==> src/rtl/sm_arith_pkg.sv <==
// Shared types and helpers for 21-bit sign-magnitude arithmetic.
// Sign is bit 20 (1 = negative), magnitude is bits 19:0.
package sm_arith_pkg;

  localparam int unsigned SM_W     = 21;
  localparam int unsigned SM_MAG_W = 20;

  typedef struct packed {
    logic                sign;
    logic [SM_MAG_W-1:0] mag;
  } sm21_t;

  // Both +0 and -0 count as zero.
  function automatic logic sm_is_zero(input sm21_t v);
    return ~|v.mag;
  endfunction

endpackage

==> src/rtl/sm_mag_addsub.sv <==
// Combinational magnitude adder/subtractor. When subtracting it always takes
// larger minus smaller, so the result is a non-negative magnitude.
module sm_mag_addsub
  import sm_arith_pkg::*;
#(
  parameter int unsigned MagW = SM_MAG_W
) (
  input  logic [MagW-1:0] mag_a,
  input  logic [MagW-1:0] mag_b,
  input  logic            op_sub,
  output logic [MagW-1:0] mag_res,
  output logic            carry,
  output logic            a_ge_b
);

  logic [MagW:0] add_full;

  assign add_full = {1'b0, mag_a} + {1'b0, mag_b};
  assign a_ge_b   = (mag_a >= mag_b);

  always_comb begin
    mag_res = '0;
    carry   = 1'b0;
    if (op_sub) begin
      mag_res = a_ge_b ? (mag_a - mag_b) : (mag_b - mag_a);
    end else begin
      mag_res = add_full[MagW-1:0];
      carry   = add_full[MagW];
    end
  end

endmodule

==> src/rtl/sign_mag_adder_21.sv <==
// Registered sign-magnitude adder node for the neuron adder tree, one-cycle latency.
// Define SM_ADD_SATURATE_EN to saturate the magnitude on overflow instead of wrapping.
module sign_mag_adder_21
  import sm_arith_pkg::*;
#(
  parameter int unsigned WIDTH = SM_W
) (
  input  logic             clk,
  input  logic             rst_n,
  input  logic             in_valid,
  input  logic [WIDTH-1:0] a,
  input  logic [WIDTH-1:0] b,
  output logic             out_valid,
  output logic [WIDTH-1:0] sum,
  output logic             ovf
);

  sm21_t            a_s;
  sm21_t            b_s;
  logic             a_neg;
  logic             b_neg;
  logic             op_sub;
  logic [WIDTH-2:0] mag_res;
  logic             carry;
  logic             a_ge_b;

  logic [WIDTH-2:0] mag_d;
  logic             sign_d;
  logic             ovf_d;

  logic [WIDTH-1:0] sum_q;
  logic             ovf_q;
  logic             valid_q;

  assign a_s = a;
  assign b_s = b;

  // -0 is folded to +0 up front so it never steers the result sign.
  assign a_neg  = a_s.sign & ~sm_is_zero(a_s);
  assign b_neg  = b_s.sign & ~sm_is_zero(b_s);
  assign op_sub = a_neg ^ b_neg;

  sm_mag_addsub #(
    .MagW (WIDTH - 1)
  ) u_mag_addsub (
    .mag_a   (a_s.mag),
    .mag_b   (b_s.mag),
    .op_sub  (op_sub),
    .mag_res (mag_res),
    .carry   (carry),
    .a_ge_b  (a_ge_b)
  );

  always_comb begin
    ovf_d = carry;
`ifdef SM_ADD_SATURATE_EN
    mag_d = carry ? {(WIDTH - 1){1'b1}} : mag_res;
`else
    mag_d = mag_res;
`endif
    if (op_sub) begin
      sign_d = a_ge_b ? a_neg : b_neg;
    end else begin
      sign_d = a_neg;
    end
    // A zero result (cancellation or wrap) is always reported as +0.
    if (~|mag_d) begin
      sign_d = 1'b0;
    end
  end

  always_ff @(posedge clk or negedge rst_n) begin
    if (!rst_n) begin
      sum_q   <= '0;
      ovf_q   <= 1'b0;
      valid_q <= 1'b0;
    end else begin
      valid_q <= in_valid;
      if (in_valid) begin
        sum_q <= {sign_d, mag_d};
        ovf_q <= ovf_d;
      end
    end
  end

  assign out_valid = valid_q;
  assign sum       = sum_q;
  assign ovf       = ovf_q;

endmodule

==> config.mk <==
export PLATFORM = sky130hd
export DESIGN_NAME = sign_mag_adder_21
export DESIGN_NICKNAME = d
export VERILOG_FILES = /design/src/rtl/sm_arith_pkg.sv /design/src/rtl/sm_mag_addsub.sv /design/src/rtl/sign_mag_adder_21.sv
export SDC_FILE = /design/constraint.sdc
export NUM_CORES = 1
export LEC_CHECK = 0
export ABC_AREA = 1
export CORE_MARGIN = 1.5
export CORE_UTILIZATION = 61
export DETAILED_ROUTE_END_ITERATION = 6
export PLACE_DENSITY = 0.89
export RECOVER_POWER = 50
export SLEW_MARGIN = 20
export SYNTH_ARGS = -nofsm -noshare
export SYNTH_HDL_FRONTEND = slang
export SYNTH_SLANG_ARGS = --single-unit
==> constraint.sdc <==
create_clock -name clk -period 1.2 [get_ports clk]
set_input_delay 0.24 -clock clk [delete_from_list [all_inputs] [get_ports clk]]
set_output_delay 0.24 -clock clk [all_outputs]
set_load 0.005 [all_outputs]
==> summary.txt, run 1 <==
Clock tree
  – Root Buffer Master: clkbuf_8
  – Number of clock sinks seen by CTS: 23
  – Number of post-CTS setup repair buffers: 62
  – Cts bufs inserted: 3
  – Post-CTS resize count: 417
  – Largest buffer count on any clock path: 2
  – Hold buffer count at cts: 0
  – H-tree levels: 1

Placement
  – Final RePlAce weighted congestion: 1.14
  – Hpwl dp: 19300 um
  – Dpl cells: 1352
  – Pre-CTS setup slack: -1840 ps
  – Instance area after placement: 7940 um^2
  – Number of input and output port buffers inserted: 67

Synthesis
  – Count of unique library cells instantiated by Yosys: 37
  – Share of synthesized area occupied by flip-flops and latches: between 10% and 20%
  – Syn Nets: roughly 1100
  – Post-synthesis average cell area: 5.47 um^2
  – Synthesis-stage register bit count: 23
  – Post-synth design cell area: 5420 um^2
  – Total number of yosys warnings: 0
  – Syn Inst Count: 990

Floorplanning
  – Die outline width: 97.3 um
  – Number of ports placed on the die boundary: 68
  – Total number of placement rows: 34
  – Initial standard-cell utilization of the core: a little over three fifths
  – Height of the chip: 97.3 um

Run status
  – Error that stopped the run: [ERROR DPL-0038] Utilization greater than 100%, impossible to legalize
  – Result of the run: aborted with a tool error
  – Stopping stage: clock tree synthesis (4_1_cts)
==> cells in the mapped netlist, drive strengths merged <==
cell | n | area share, %
fa | 3 | 1.1
and3 | 1 | 0.12
nand2 | 398 | 29
xor2 | 17 | 2.7
ha | 59 | 14
a31oi | 16 | 1.8
nor3 | 11 | 1.1
nor2 | 88 | 6.9
nand4 | 9 | 1.0
nor4 | 1 | 0.12
o21a | 2 | 0.28
nand3 | 83 | 7.9
nand3b | 1 | 0.14
dfrtp | 23 | 11
a21oi | 49 | 4.7
o21bai | 2 | 0.28
xnor2 | 3 | 0.48
inv | 172 | 12
o21ai | 23 | 2.2
buf | 18 | 3.1
clkinv | 2 | 0.16
a21boi | 1 | 0.14
clkbuf | 8 | 0.55
==> metrics by stage <==
step / setup TNS [ps] / hold WS (ps)
after floorplan: -12510 / -55.6
after detailed placement: -32910 / 471
after global placement: -29900 / 465
==> kinds of logic after synthesis <==
group                    after synthesis  share of synthesized area, %
XOR/XNOR                              20                          3.23
buffers and inverters                200                          15.7
flip-flops                            23                          10.6
adder cells (fa/ha/maj)               62                          14.7
AND/OR/NAND/NOR                      592                          46.3
AO/OA/AOI/OAI                         93                          9.40
==> inputs of run 2 (changes only) <==
Settings changed: CORE_UTILIZATION 61 to 40, PLACE_DENSITY 0.89 to unset, PLACE_DENSITY_LB_ADDON set to 0.15.
==> summary.txt, run 2 <==
Synthesis
  – Count of unique library cells instantiated by Yosys: 37
  – Syn Inst Count: 990
  – Biggest area contributors in the synthesized netlist: nand2_1 27%, ha_1 14%, inv_1 11%
  – Total number of yosys warnings: 0
  – FFs w/ async S/R, synth: 100%
  – Most repeated cell in the gate-level netlist after synthesis: nand2_1
  – Syn Nets: approximately 1100
  – Cell type with the highest aggregate area in the netlist: nand2_1
  – Number of enable flip-flop cells after synthesis: 0
  – Share of synthesized area occupied by flip-flops and latches: 10.6%
  – Post-synth design cell area: 5420 um^2
  – Post-synth top flop: dfrtp_1
  – Post-synthesis average cell area: ~5.5 um^2
  – Ranking of synthesized cells by instance count: 384 x nand2_1, 166 x inv_1, 82 x nand3_1
  – Synthesis-stage register bit count: 23
  – Top cell type's share of synthesized area: 26.6%

Power and ir drop
  – Maximum resistive drop on vdd: between 0.3 and 0.4 mV
  – Share of total power in sequential cells: between 10% and 20%
  – Clock share of power: 10.0%
  – Leakage Power: 5.32 nW
  – Combinational Power Share: 76.6%
  – Net load switching power: 0.00327 W
  – Internal portion of total power: roughly 0.0040 W
  – Overall Power: 0.00723 W
  – Fraction of power spent switching nets: 45.2%
  – Total power divided by cell area: 726 nW/um^2

Route
  – Final routed wire length divided by cell count: 16.3 um
  – Total number of vias: 7585
  – Total Wirelength: 24500 um
  – # DRC: 0
  – Drt pass-1 iters: 7
  – Detail-routed via count per cell: just over 5
  – Iteration-0 DRC count of the detailed router: 643
  – Post-detailed-route count of antenna-violating nets: 0

Floorplanning
  – CORE AREA: 13200 um^2
  – Die area: about 14000 um^2
  – Total number of placement rows: 42
  – Number of ports placed on the die boundary: 68
  – Initial standard-cell utilization of the core: between 40% and 50%
  – Die outline width: 119 um
  – Height of the chip: 119 um

Placement
  – Hpwl dp: 18700 um
  – Dpl cells: 1435
  – Final RePlAce weighted congestion: 0.948
  – Pre-CTS setup slack: -1830 ps
  – Number of input and output port buffers inserted: between 60 and 70

Critical path
  – Data required time at the worst endpoint: 1350 ps
  – Reg-to-reg endpoint: sum[13]$_DFFE_PN0P_
  – Peak fanout along the critical path: 5
  – Setup slack, reg-to-reg: 400 ps
  – Number of cells on the critical path: 19
  – Worst Path Buf+Inv: 3
  – Kind of start point of the critical path: primary input
  – Type of the worst setup path: in2reg
  – List of cells traversed by the critical path: buf_8 -> buf_6 -> ha_4 -> fa_2 -> o21ai_4 -> nand2_2 -> nand3_4 -> buf_6 -> a21oi_4 -> nand2_1 -> nand2_2 -> nand2_2 -> nand2_1 -> nor2_1 -> nand2_1 -> nor2_2 -> nand3_1 -> nand2_1 -> nand2_1
  – Critical-path top delay cell: fa_2
  – Max stage delay on crit path: 430 ps
  – Critical Path End: sum[20]$_DFFE_PN0P_
  – Critical register-to-register path startpoint: sum[13]$_DFFE_PN0P_
  – Cell with the most instances on the worst path: nand2_1
  – Kind of cell adding the most delay to the critical path: simple AND/OR/NAND/NOR gates
  – Startpoint of the worst setup timing path: b[0]
  – Worst setup EP type: register
  – Data arrival time of the worst path: between 2000 and 2500 ps
  – Depth of the worst register-to-register path: 3

Timing
  – Setup violation total in the final timing report: 21
  – Unrepaired setup endpoints after global routing: true
  – Final period utilization: 192%
  – Final worst clock skew: 0 ps
  – Fmax: around 440 MHz
  – Hold Fails Final Rpt: 0
  – Slew at the pin closest to its max-slew limit: 551 ps
  – TNS Setup: -17720 ps
  – Min setup slack post-route: -1100 ps
  – Pins over their slew limit: 0
  – Minimum period implied by the final worst setup slack: around 2300 ps
  – Normalized max-slew margin: 63.3%

Global route
  – Number of global-route vias before repair: 7385
  – GRT Util Overall: 33.1%
  – Largest net degree at the start of global routing: 34
  – Total congestion overflow after global routing: 0
  – First-pass GRT wire length: between 30000 and 40000 um
  – Antenna violations before repair: 0

Cells and area
  – Multi-input gate area in the final layout: 5400 um^2
  – Final core utilization: 75.3%
  – Number of flip-flops in the largest register: 21
  – Leading cell types in the layout, fill and taps excluded: 293 x nand2_1, 245 x buf_4, 125 x inv_1
  – Flip-flop and latch area: 576 um^2
  – Layout filler cell count: 1143
  – Most common cell after layout, fill and taps aside: nand2_1
  – Post-route insts no fill: between 1500 and 2000
  – Share of layout cells above drive strength 1: 48.4%
  – Post-synthesis to final-layout area growth: 83.9%
  – Number of antenna cells inserted: 0
  – Net count of the finished layout: around 1400

Run
  – Max-cap violations: 0

Run status
  – Failing checks: setup timing
  – Result of the run: complete, but fails checks

Clock tree
  – Largest buffer count on any clock path: 2
  – Clock Pin Slew Worst Setup and Hold Paths: around 60 ps
  – Insertion delay to the later sink of the worst-skew pair: 260 ps
  – Root Buffer Master: clkbuf_16
  – Cts bufs inserted: 3
  – TritonCTS clock tree: done
  – H-tree levels: 1
  – Number of clock sinks seen by CTS: 23

Hold path
  – Worst min-delay path category: reg2reg
run 2: cells by family after synthesis:
| kind of cell | after synthesis | synth area share, % |
|---|---|---|
| simple gates | 592 | 46.3 |
| buf+inv | 200 | 15.7 |
| compound gates | 93 | 9.40 |
| fa+ha+maj | 62 | 14.7 |
| flops | 23 | 10.6 |
| xor+xnor | 20 | 3.23 |
run 2: final cells by class:
cell class	instances	area share, %
inverters	174	7.06
multi-input cells	769	54.1
repair buffers	363	30.0
clock buffers	4	0.791
well taps	176	2.21
flip-flops and latches	23	5.78
run 2: repair_timing:
item / CTS / global route
cloned: 4 / 0
hold buffers: 0 / 0
pin swaps: 128 / 78
setup buffers: 55 / 15
endpoints found under the setup margin: 45 / 21
gates resized for setup: 397 / 150
run 2: power by group through the flow:
stage / sequential [W] / clock, W / combinational, W
after global placement: 0.000978 / 0 / 0.00419
after CTS: 0.000968 / 0.000728 / 0.00490
after floorplan: 0.000997 / 0 / 0.00215
after global routing: 0.000983 / 0.000788 / 0.00593
final: 0.000971 / 0.000724 / 0.00554
after detailed placement: 0.000988 / 0 / 0.00420
run 2: how the worst min path moves through the flow:
stage	start	end	slack, ps	cells past startpoint
finish	sum[20]$_DFFE_PN0P_	sum[20]$_DFFE_PN0P_	480	2
detailed placement	sum[20]$_DFFE_PN0P_	sum[20]$_DFFE_PN0P_	480	2
global placement	sum[20]$_DFFE_PN0P_	sum[20]$_DFFE_PN0P_	470	2
global route	sum[20]$_DFFE_PN0P_	sum[20]$_DFFE_PN0P_	510	2
floorplan	rst_n	out_valid$_DFF_PN0_	-60	0
CTS	rst_n	sum[1]$_DFFE_PN0P_	340	2
run 2: per-layer routing:
metal / part of all wire (%) / GRT usage, %
met1: 42 / 43.5
met2: 48 / 57.3
met3: 6.0 / 1.72
met4: 3.7 / 12.1
met5: 0 / 0
run 2: worst register-to-register path: cells and delay by family (launching register included):
family	cells	cell delay [ps]
buffers and inverters	1	140
DFF	1	380
AOI/OAI and AO/OA	1	60
and+or+nand+nor	1	100
run 2: through the flow:
| step | hold slack, ps | instance area, um^2 |
|---|---|---|
| final | 478 | 9970 |
| after global routing | 506 | 9970 |
| after CTS | 339 | 9430 |
| after detailed placement | 480 | 8120 |
| after global placement | 472 | 8120 |
| after floorplan | -55.6 | 5710 |
No activity file was read; power rests on OpenSTA's default activity.
==> inputs of run 3 (changes only) <==
Settings changed: TNS_END_PERCENT set to 100.
==> results of run 3 <==
Same layout as run 2: the final DEF is identical, and so are final timing and power.
